**config.mk**
```make
export PLATFORM = sky130hd
export DESIGN_NAME = radix2_divider
export DESIGN_NICKNAME = d
export VERILOG_FILES = /design/src/rtl/radix2_divider.sv
export SDC_FILE = /design/constraint.sdc
export NUM_CORES = 1
export LEC_CHECK = 0
export BUFFER_PORTS_ARGS = -buffer_cell sky130_fd_sc_hd__buf_4
export CAP_MARGIN = 20
export CORE_MARGIN = 2
export CORE_UTILIZATION = 55
export DETAILED_ROUTE_END_ITERATION = 16
export PLACE_DENSITY = 0.79
export SYNTH_ARGS = -nofsm -noshare
export SYNTH_HDL_FRONTEND = slang
export SYNTH_SLANG_ARGS = --single-unit
```
**constraint.sdc**
```tcl
create_clock -name clock -period 3.6 [get_ports clock]
set_input_delay 0.18 -clock clock [delete_from_list [all_inputs] [get_ports clock]]
set_output_delay 0.18 -clock clock [all_outputs]
set_load 0.02 [all_outputs]
```
**src/rtl/radix2_divider.sv**
```systemverilog
// Multi-cycle restoring radix-2 divider for DIV/DIVU.
// Valid/ready semantics: a request transfers on a rising edge where
// divide_valid && divide_ready; a result transfers on a rising edge where
// divide_result_valid && result_ready. flush cancels both sides that cycle.
module radix2_divider #(
    parameter int CPU_DATA_WIDTH = 32
) (
    input  logic                      clock,
    input  logic                      reset_n,
    input  logic                      divide_valid,
    output logic                      divide_ready,
    input  logic                      divide_signed,
    input  logic [CPU_DATA_WIDTH-1:0] dividend,
    input  logic [CPU_DATA_WIDTH-1:0] divisor,
    input  logic                      flush,
    output logic                      divide_result_valid,
    input  logic                      result_ready,
    output logic [CPU_DATA_WIDTH-1:0] divide_result,
    output logic [CPU_DATA_WIDTH-1:0] divide_remain,
    output logic                      busy,
    output logic [1:0]                dbg_state
);

    localparam int W     = CPU_DATA_WIDTH;
    localparam int CNT_W = (W > 1) ? $clog2(W) : 1;
    localparam logic [CNT_W-1:0] LAST_ITER = CNT_W'(W - 1);
    localparam logic [CNT_W-1:0] CNT_ONE   = CNT_W'(1);

    typedef enum logic [1:0] {
        WAITING_STATE = 2'd0,
        LOAD_STATE    = 2'd1,
        DIVIDE_STATE  = 2'd2,
        RETURN_STATE  = 2'd3
    } state_t;

    state_t             r_state;
    logic [CNT_W-1:0]   r_count;
    logic [2*W:0]       r_partial;       // {remainder (W+1), quotient (W)}
    logic [W-1:0]       r_abs_dividend;
    logic [W-1:0]       r_abs_divisor;
    logic [W-1:0]       r_orig_dividend;
    logic               r_quot_neg;
    logic               r_rem_neg;
    logic               r_div_zero;
    logic [W-1:0]       r_result;
    logic [W-1:0]       r_remain;
    logic               r_valid;

    logic               w_dividend_neg;
    logic               w_divisor_neg;
    logic [W-1:0]       w_abs_dividend;
    logic [W-1:0]       w_abs_divisor;
    logic [2*W:0]       w_shifted;
    logic [W:0]         w_upper;
    logic [W:0]         w_diff;
    logic               w_fits;
    logic [2*W:0]       w_next_partial;
    logic [W-1:0]       w_quot;
    logic [W-1:0]       w_rem;
    logic [W-1:0]       w_final_quot;
    logic [W-1:0]       w_final_rem;

    // Operand magnitudes, taken from the live inputs on the accept edge.
    assign w_dividend_neg = divide_signed & dividend[W-1];
    assign w_divisor_neg  = divide_signed & divisor[W-1];
    assign w_abs_dividend = w_dividend_neg ? -dividend : dividend;
    assign w_abs_divisor  = w_divisor_neg  ? -divisor  : divisor;

    // One restoring step: shift, trial-subtract on the upper W+1 bits.
    assign w_shifted      = r_partial << 1;
    assign w_upper        = w_shifted[2*W:W];
    assign w_fits         = (w_upper >= {1'b0, r_abs_divisor});
    assign w_diff         = w_upper - {1'b0, r_abs_divisor};
    assign w_next_partial = w_fits ? {w_diff, w_shifted[W-1:1], 1'b1} : w_shifted;

    // Sign fix-up and divide-by-zero override for the result registers.
    // 0x80000000 / -1 needs no special case: negating 0x80000000 wraps to itself.
    assign w_quot       = r_partial[W-1:0];
    assign w_rem        = r_partial[2*W-1:W];
    assign w_final_quot = r_div_zero ? {W{1'b1}} : (r_quot_neg ? -w_quot : w_quot);
    assign w_final_rem  = r_div_zero ? r_orig_dividend : (r_rem_neg ? -w_rem : w_rem);

    assign divide_ready        = (r_state == WAITING_STATE) && !flush;
    assign busy                = (r_state != WAITING_STATE);
    assign divide_result_valid = r_valid;
    assign divide_result       = r_result;
    assign divide_remain       = r_remain;
    assign dbg_state           = r_state;

    // Control FSM and datapath registers; flush wins over every other input.
    // Results are registered on the first RETURN cycle so the sign negation
    // does not share a cycle with the last trial subtraction.
    always_ff @(posedge clock or negedge reset_n) begin
        if (!reset_n) begin
            r_state         <= WAITING_STATE;
            r_count         <= '0;
            r_partial       <= '0;
            r_abs_dividend  <= '0;
            r_abs_divisor   <= '0;
            r_orig_dividend <= '0;
            r_quot_neg      <= 1'b0;
            r_rem_neg       <= 1'b0;
            r_div_zero      <= 1'b0;
            r_result        <= '0;
            r_remain        <= '0;
            r_valid         <= 1'b0;
        end else if (flush) begin
            r_state <= WAITING_STATE;
            r_count <= '0;
            r_valid <= 1'b0;
        end else begin
            case (r_state)
                WAITING_STATE: begin
                    if (divide_valid) begin
                        r_abs_dividend  <= w_abs_dividend;
                        r_abs_divisor   <= w_abs_divisor;
                        r_orig_dividend <= dividend;
                        r_quot_neg      <= w_dividend_neg ^ w_divisor_neg;
                        r_rem_neg       <= w_dividend_neg;
                        r_div_zero      <= (divisor == '0);
                        r_state         <= LOAD_STATE;
                    end
                end
                LOAD_STATE: begin
                    r_partial <= {{(W+1){1'b0}}, r_abs_dividend};
                    r_count   <= '0;
                    r_state   <= DIVIDE_STATE;
                end
                DIVIDE_STATE: begin
                    r_partial <= w_next_partial;
                    r_count   <= r_count + CNT_ONE;
                    if (r_count == LAST_ITER) begin
                        r_state <= RETURN_STATE;
                    end
                end
                RETURN_STATE: begin
                    if (!r_valid) begin
                        r_result <= w_final_quot;
                        r_remain <= w_final_rem;
                        r_valid  <= 1'b1;
                    end else if (result_ready) begin
                        r_valid <= 1'b0;
                        r_state <= WAITING_STATE;
                    end
                end
                default: begin
                    r_state <= WAITING_STATE;
                end
            endcase
        end
    end

endmodule

```
After elaboration in Yosys (flattened, before gate mapping)

Cells that the tools add are included.

Equality and inequality tests: 8
Multipliers: 0
Shifts and indexed selects: 0
Multiplexer cells: 20
Reduce and logical (&&, ||, !) cells: 12
$add $sub $neg: 6
Div/mod/pow operators: 0
Bitwise gates (word level): 5
$lt $le $gt $ge: 1

Operators by type and width:

| cell                                                | count |
|---|---|
| two-way mux 32 bit                                  | 6 |
| negator 32 bit                                      | 4 |
| one-hot mux 64 bit (2 select lines)                 | 1 |
| two-way mux 64 bit                                  | 1 |
| >= comparator 33 x 32 -> 1 bit                      | 1 |
| zero test 32 bit                                    | 1 |
| subtractor 32 bit                                   | 1 |
| inequality test 3 bit, second input constant        | 4 |
| two-way mux 2 bit                                   | 5 |
| one-hot mux 5 bit (2 select lines)                  | 1 |
| one-hot mux 2 bit (4 select lines)                  | 1 |
| AND reduction 3 bit                                 | 2 |
| nonzero test 2 bit                                  | 3 |
| adder 5 x 1 -> 5 bit, second input constant         | 1 |
| equality test 5 bit, second input constant          | 1 |
| two-way mux 5 bit                                   | 1 |
| equality test 2 bit, second input constant          | 2 |
| two-way mux 1 bit                                   | 4 |
| AND reduction 4 bit                                 | 1 |
| nonzero test 3 bit                                  | 1 |
| AND 1 bit                                           | 2 |
| equality test 2 x 1 -> 1 bit, second input constant | 1 |
| zero test 2 bit                                     | 1 |
| inverter 1 bit                                      | 2 |
| 4 further kinds                                     | 4 |

Bits in writable memories: 0
Register bits after elaboration: 235
Memories: 0
Latch bits: 0
Output and inout port bits: 69
ROM bits: 0
Input port bits: 70

Logic depth before layout (Yosys ltp)

Word-level depth: 4
Mapped depth: 13
Depth with buffers taken out: 13

Least setup slack after synthesis

OpenSTA, ideal clock, no wires.

Path kind: reg-to-reg
Start: reg r_partial[43]
End: reg r_partial[48]
Library setup time: 137 ps
Slack: 588 ps
Arrival: 2876 ps
Stages on the path, launching flop included: 13
Clock period less this slack: 3012 ps
Required time: 3463 ps
Cell sequence: dfrtp_1 -> ha_1 -> clkbuf_1 -> nand2_1 -> nor2_1 -> o2111ai_1 -> and3_1 -> o31ai_2 -> o21ai_0 -> o21ai_2 -> buf_4 -> mux2i_1 -> o22ai_1

Longest elaborated chain between the ends: 3
Elaborated cells on any way between the ends: 4
Classes of those cells: 1 x add/sub; 1 x order compare; 2 x mux

RTL lines:

| what                                                                       | RTL line | RTL |
|---|---|---|
| start: declaration                                                         | 38       | `logic [2*W:0] r_partial;` |
| start signal: assignment                                                   | 125      | `r_partial <= {{(W+1){1'b0}}, r_abs_dividend};` |
| start signal: assignment                                                   | 130      | `r_partial <= w_next_partial;` |
| subtractor 32 bit / >= comparator 33 x 32 -> 1 bit (equally long branches) | 73, 72   |  |
| two-way mux 64 bit *                                                       | 74       | `assign w_next_partial = w_fits ? {w_diff, w_shifted[W-1:1], 1'b1} : w_shifted;` |
| one-hot mux 64 bit (2 select lines) *                                      | 112      | `case (r_state)` |

Mark *: on every way between the ends. The rest lies on a longest branch, timed or not.
A chain may end at the register's enable or synchronous reset.

Worst setup path after layout

Start: reg r_partial[35]
End: reg r_remain[20], in the netlist divide_remain[20]

Longest elaborated chain between the ends: 3

RTL lines:

| what                            | RTL line | RTL |
|---|---|---|
| negator 32 bit                  | 81       | `assign w_final_rem = r_div_zero ? r_orig_dividend : (r_rem_neg ? -w_rem : w_rem);` |
| two-way mux 32 bit (2 in a row) | 81       |  |
| end signal: assignment          | 139      | `r_remain <= w_final_rem;` |
| end: declaration                | 46       | `logic [W-1:0] r_remain;` |

Every way passes these cells.

==> run metrics <==
RSZ-0062 raised after global routing false; clock tree buffer depth 3; HP Class in2reg; Final Core Density 68.3%; PwrDens 693 nW/um^2; ys flop type dfrtp_1; Async SR Flop Fraction 100%; Post-Synth XOR/XNOR Area 9.21%; Compound-Gate Fraction of Synth Area 18.7%; setup violators final 0; Yosys top cell by area dfrtp_1; Worst EP arrival 3.72 ns; wire per inst 18.7 um; clock latency on the worst-skew pair 0.55 ns; DRC errors left 0; fraction of layout cells with a size suffix above 1 13.3%; synthesized-area fraction occupied by adder cells 4.05%; Initial Util 56.4%; Final Hold Fails 0; Die Area 26400 um^2; Slew @ Worst Pin 0.944 ns; Num CTS Buffers 25; Netlist Area Pre-Place 13800 um^2; status completed; most used cell, CP o21ai_0; Mapped Nets 1737; crit path max-delay cell type or4_1; IO Count 139; # fillers 1939; post-CTS setup buffers 0; most instantiated library cell after synthesis nand2_1; critical path cell sequence buf_4 -> nor4_1 -> nand2_1 -> or3_1 -> or4_1 -> o21ai_0 -> xor2_1 -> nor2_1 -> a21oi_1 -> o21ai_0; number of synthesized flops with an enable pin 0; Antenna Nets Post-Route 0; Largest stage delay, worst path 0.63 ns; hpwl dp 27900 um; initial drt markers 1268; Via density 5.96; Worst Path Class, Setup reg2reg; Final Critical Period 3.32 ns; Final period util 92.1%; final wirelength 40200 um; Fin Clk Skew 0.0113 ns; vias 12788; Area contributors post-synth dfrtp_1 42%, nand2_1 8.2%, o21ai_0 7.2%; core box area 24500 um^2; top-area cell type share of the netlist area 42.5%; gr usage total 30.3%; Slew Viols, Final 0; Critical Path Sink Type register; number of global-route vias before repair 12235; Die W 162 um; Die Height 162 um; max_cap viols 0; mux cell area share after synthesis 3.63%; n_diodes 0; Post-Synthesis Cells 1623; post-synth cell types 59; static leakage 0.00781 uW; main combinational cell family by area after synthesis compound AO/OA/AOI/OAI gates; simple-gate portion of the synthesized area 17.9%; Clock Tree Root clkbuf_16; drt pass-1 iters 7; PortBufs 138; Setup TNS 0 ns; Overflow after GRT 0; Mean Syn Cell Area 8.50 um^2; Synth Register Bits 234; Seq/Total Area, Yosys 42.5%; Fmax 0.302 GHz; Worst Path Required 4.01 ns; TritonCTS Sinks 234; row count 57; CTS tree yes; CP Launch Type register; Slew headroom 37.1%; post-layout net count 1917; Peak VDD IR 0.504 mV; top cells by count, synth 302 x nand2_1, 234 x dfrtp_1, 197 x o21ai_0, 128 x nor2_1, 104 x a21oi_1; CP Max Fanout 6; htree depth 1; initial antenna violation count 0; P&R area growth vs syn 21.1%; Ys Warns 0; gpl congestion 0.934; clock-pin slew on the worst setup and hold paths 0.07 ns; largest net degree at the start of global routing 109; first-pass GRT wire length 63800 um
state kept, by name, indices dropped and copies added, names as in the netlist:
register             count
divide_result           32
r_orig_dividend         31
r_rem_neg                1
divide_result_valid      1
r_count                  5
r_div_zero               1
r_partial               64
r_quot_neg               1
r_abs_dividend          32
dbg_state                2
r_abs_divisor           32
divide_remain           32
cells by family (layout without fill, tap and decap cells):
logic type / count (synthesis) / after routing
AOI/OAI and AO/OA: 436 / 436
xor gates and xnor gates: 145 / 145
adders and majority gates: 44 / 44
buffers and inverters: 146 / 345
DFF: 234 / 234
muxes: 50 / 50
and+or+nand+nor: 568 / 568
power breakdown:
part | leakage (uW) | switching, uW | internal [uW]
registers | 0.00301 | 812 | 3550
logic | 0.00442 | 2820 | 1860
clock network | 0.000376 | 1120 | 1410
per-stage QoR:
step           instance area [um^2]  total power (uW)  setup WS, ns  cells  hold WS (ns)
3_3_place_gp                  15200              8720         0.345   2034         0.299
6_report                      16700             11600         0.284   2146        0.0211
4_1_cts                       16700             11500         0.200   2146       0.00610
2_1_floorplan                 13800              7270         0.588   1623        -0.116
5_1_grt                       16700             12300        0.0274   2146        0.0478
3_5_place_dp                  15200              8900         0.198   2034         0.300
timing repair:
item / CTS / global route
hold endpoints to repair: 205 / 0
hold buffers: 66 / 0
endpoints found under the setup margin: 0 / 8
resized for setup: 0 / 2
worst max-delay path, delay by kind of cell (launching register included):
family	cells	cell delay (ns)
AOI/OAI and AO/OA	3	0.54
xor gates and xnor gates	1	0.39
buffers and inverters	1	0.16
DFF	1	0.39
and+or+nand+nor	5	1.69
final cells by class:
cell class	instances	area (um^2)	share of cell area, %
clock buffers	31	668	4.00
clock inverters	15	133	0.794
inverters	58	218	1.30
multi-input cells	1243	7400	44.3
flip-flops and latches	234	5860	35.1
well taps	324	405	2.43
repair buffers	241	2020	12.1
path summary, 6_finish.rpt:
path	startpoint	end	slack [ns]	cells after the start
max	r_partial[35]	divide_remain[20]	0.28	10
min	divisor[29]	r_abs_divisor[29]	0.02	3
max reg2reg	r_partial[35]	divide_remain[20]	0.28	10
min reg2reg	r_orig_dividend[31]	r_orig_dividend[31]	0.47	2
max in group asynchronous	reset_n	divide_result[6]	2.41	3
min in group asynchronous	reset_n	dbg_state[0]	0.28	2
placed cells by master, fill, tap and decap left out, types with 5 or more instances in the layout:
cell | netlist | layout
nand2_1 | 302 | 301
dfrtp_1 | 234 | 233
o21ai_0 | 197 | 197
buf_4 | 1 | 171
nor2_1 | 128 | 127
a21oi_1 | 104 | 104
xor2_1 | 81 | 81
dlygate4sd3_1 | 0 | 66
xnor2_1 | 64 | 64
inv_1 | 58 | 58
mux2i_1 | 50 | 50
ha_1 | 43 | 42
clkbuf_16 | 0 | 25
o31ai_1 | 23 | 23
nand3_1 | 21 | 21
a21o_1 | 20 | 20
nor3_1 | 18 | 18
or3_1 | 16 | 16
a31oi_1 | 14 | 13
and3_1 | 12 | 12
nor4_1 | 12 | 12
or4_1 | 12 | 12
o41ai_1 | 10 | 10
nand4_1 | 9 | 9
or2_2 | 8 | 8
a32oi_1 | 8 | 8
clkinvlp_4 | 0 | 7
o22ai_1 | 6 | 6
o311ai_0 | 6 | 6
clkinv_2 | 0 | 6
and2_1 | 5 | 5
nor3b_1 | 6 | 5
nor2b_1 | 5 | 5
a221o_1 | 5 | 5
a211oi_1 | 5 | 5
metal layers:
| layer | track usage (%) | wire length, um |
|---|---|---|
| met5 | 0 | 0 |
| met4 | 11.9 | 1590 |
| met1 | 41.7 | 17000 |
| met2 | 48.8 | 18500 |
| met3 | 4.41 | 3060 |
No activity file was read; power rests on OpenSTA's default activity.
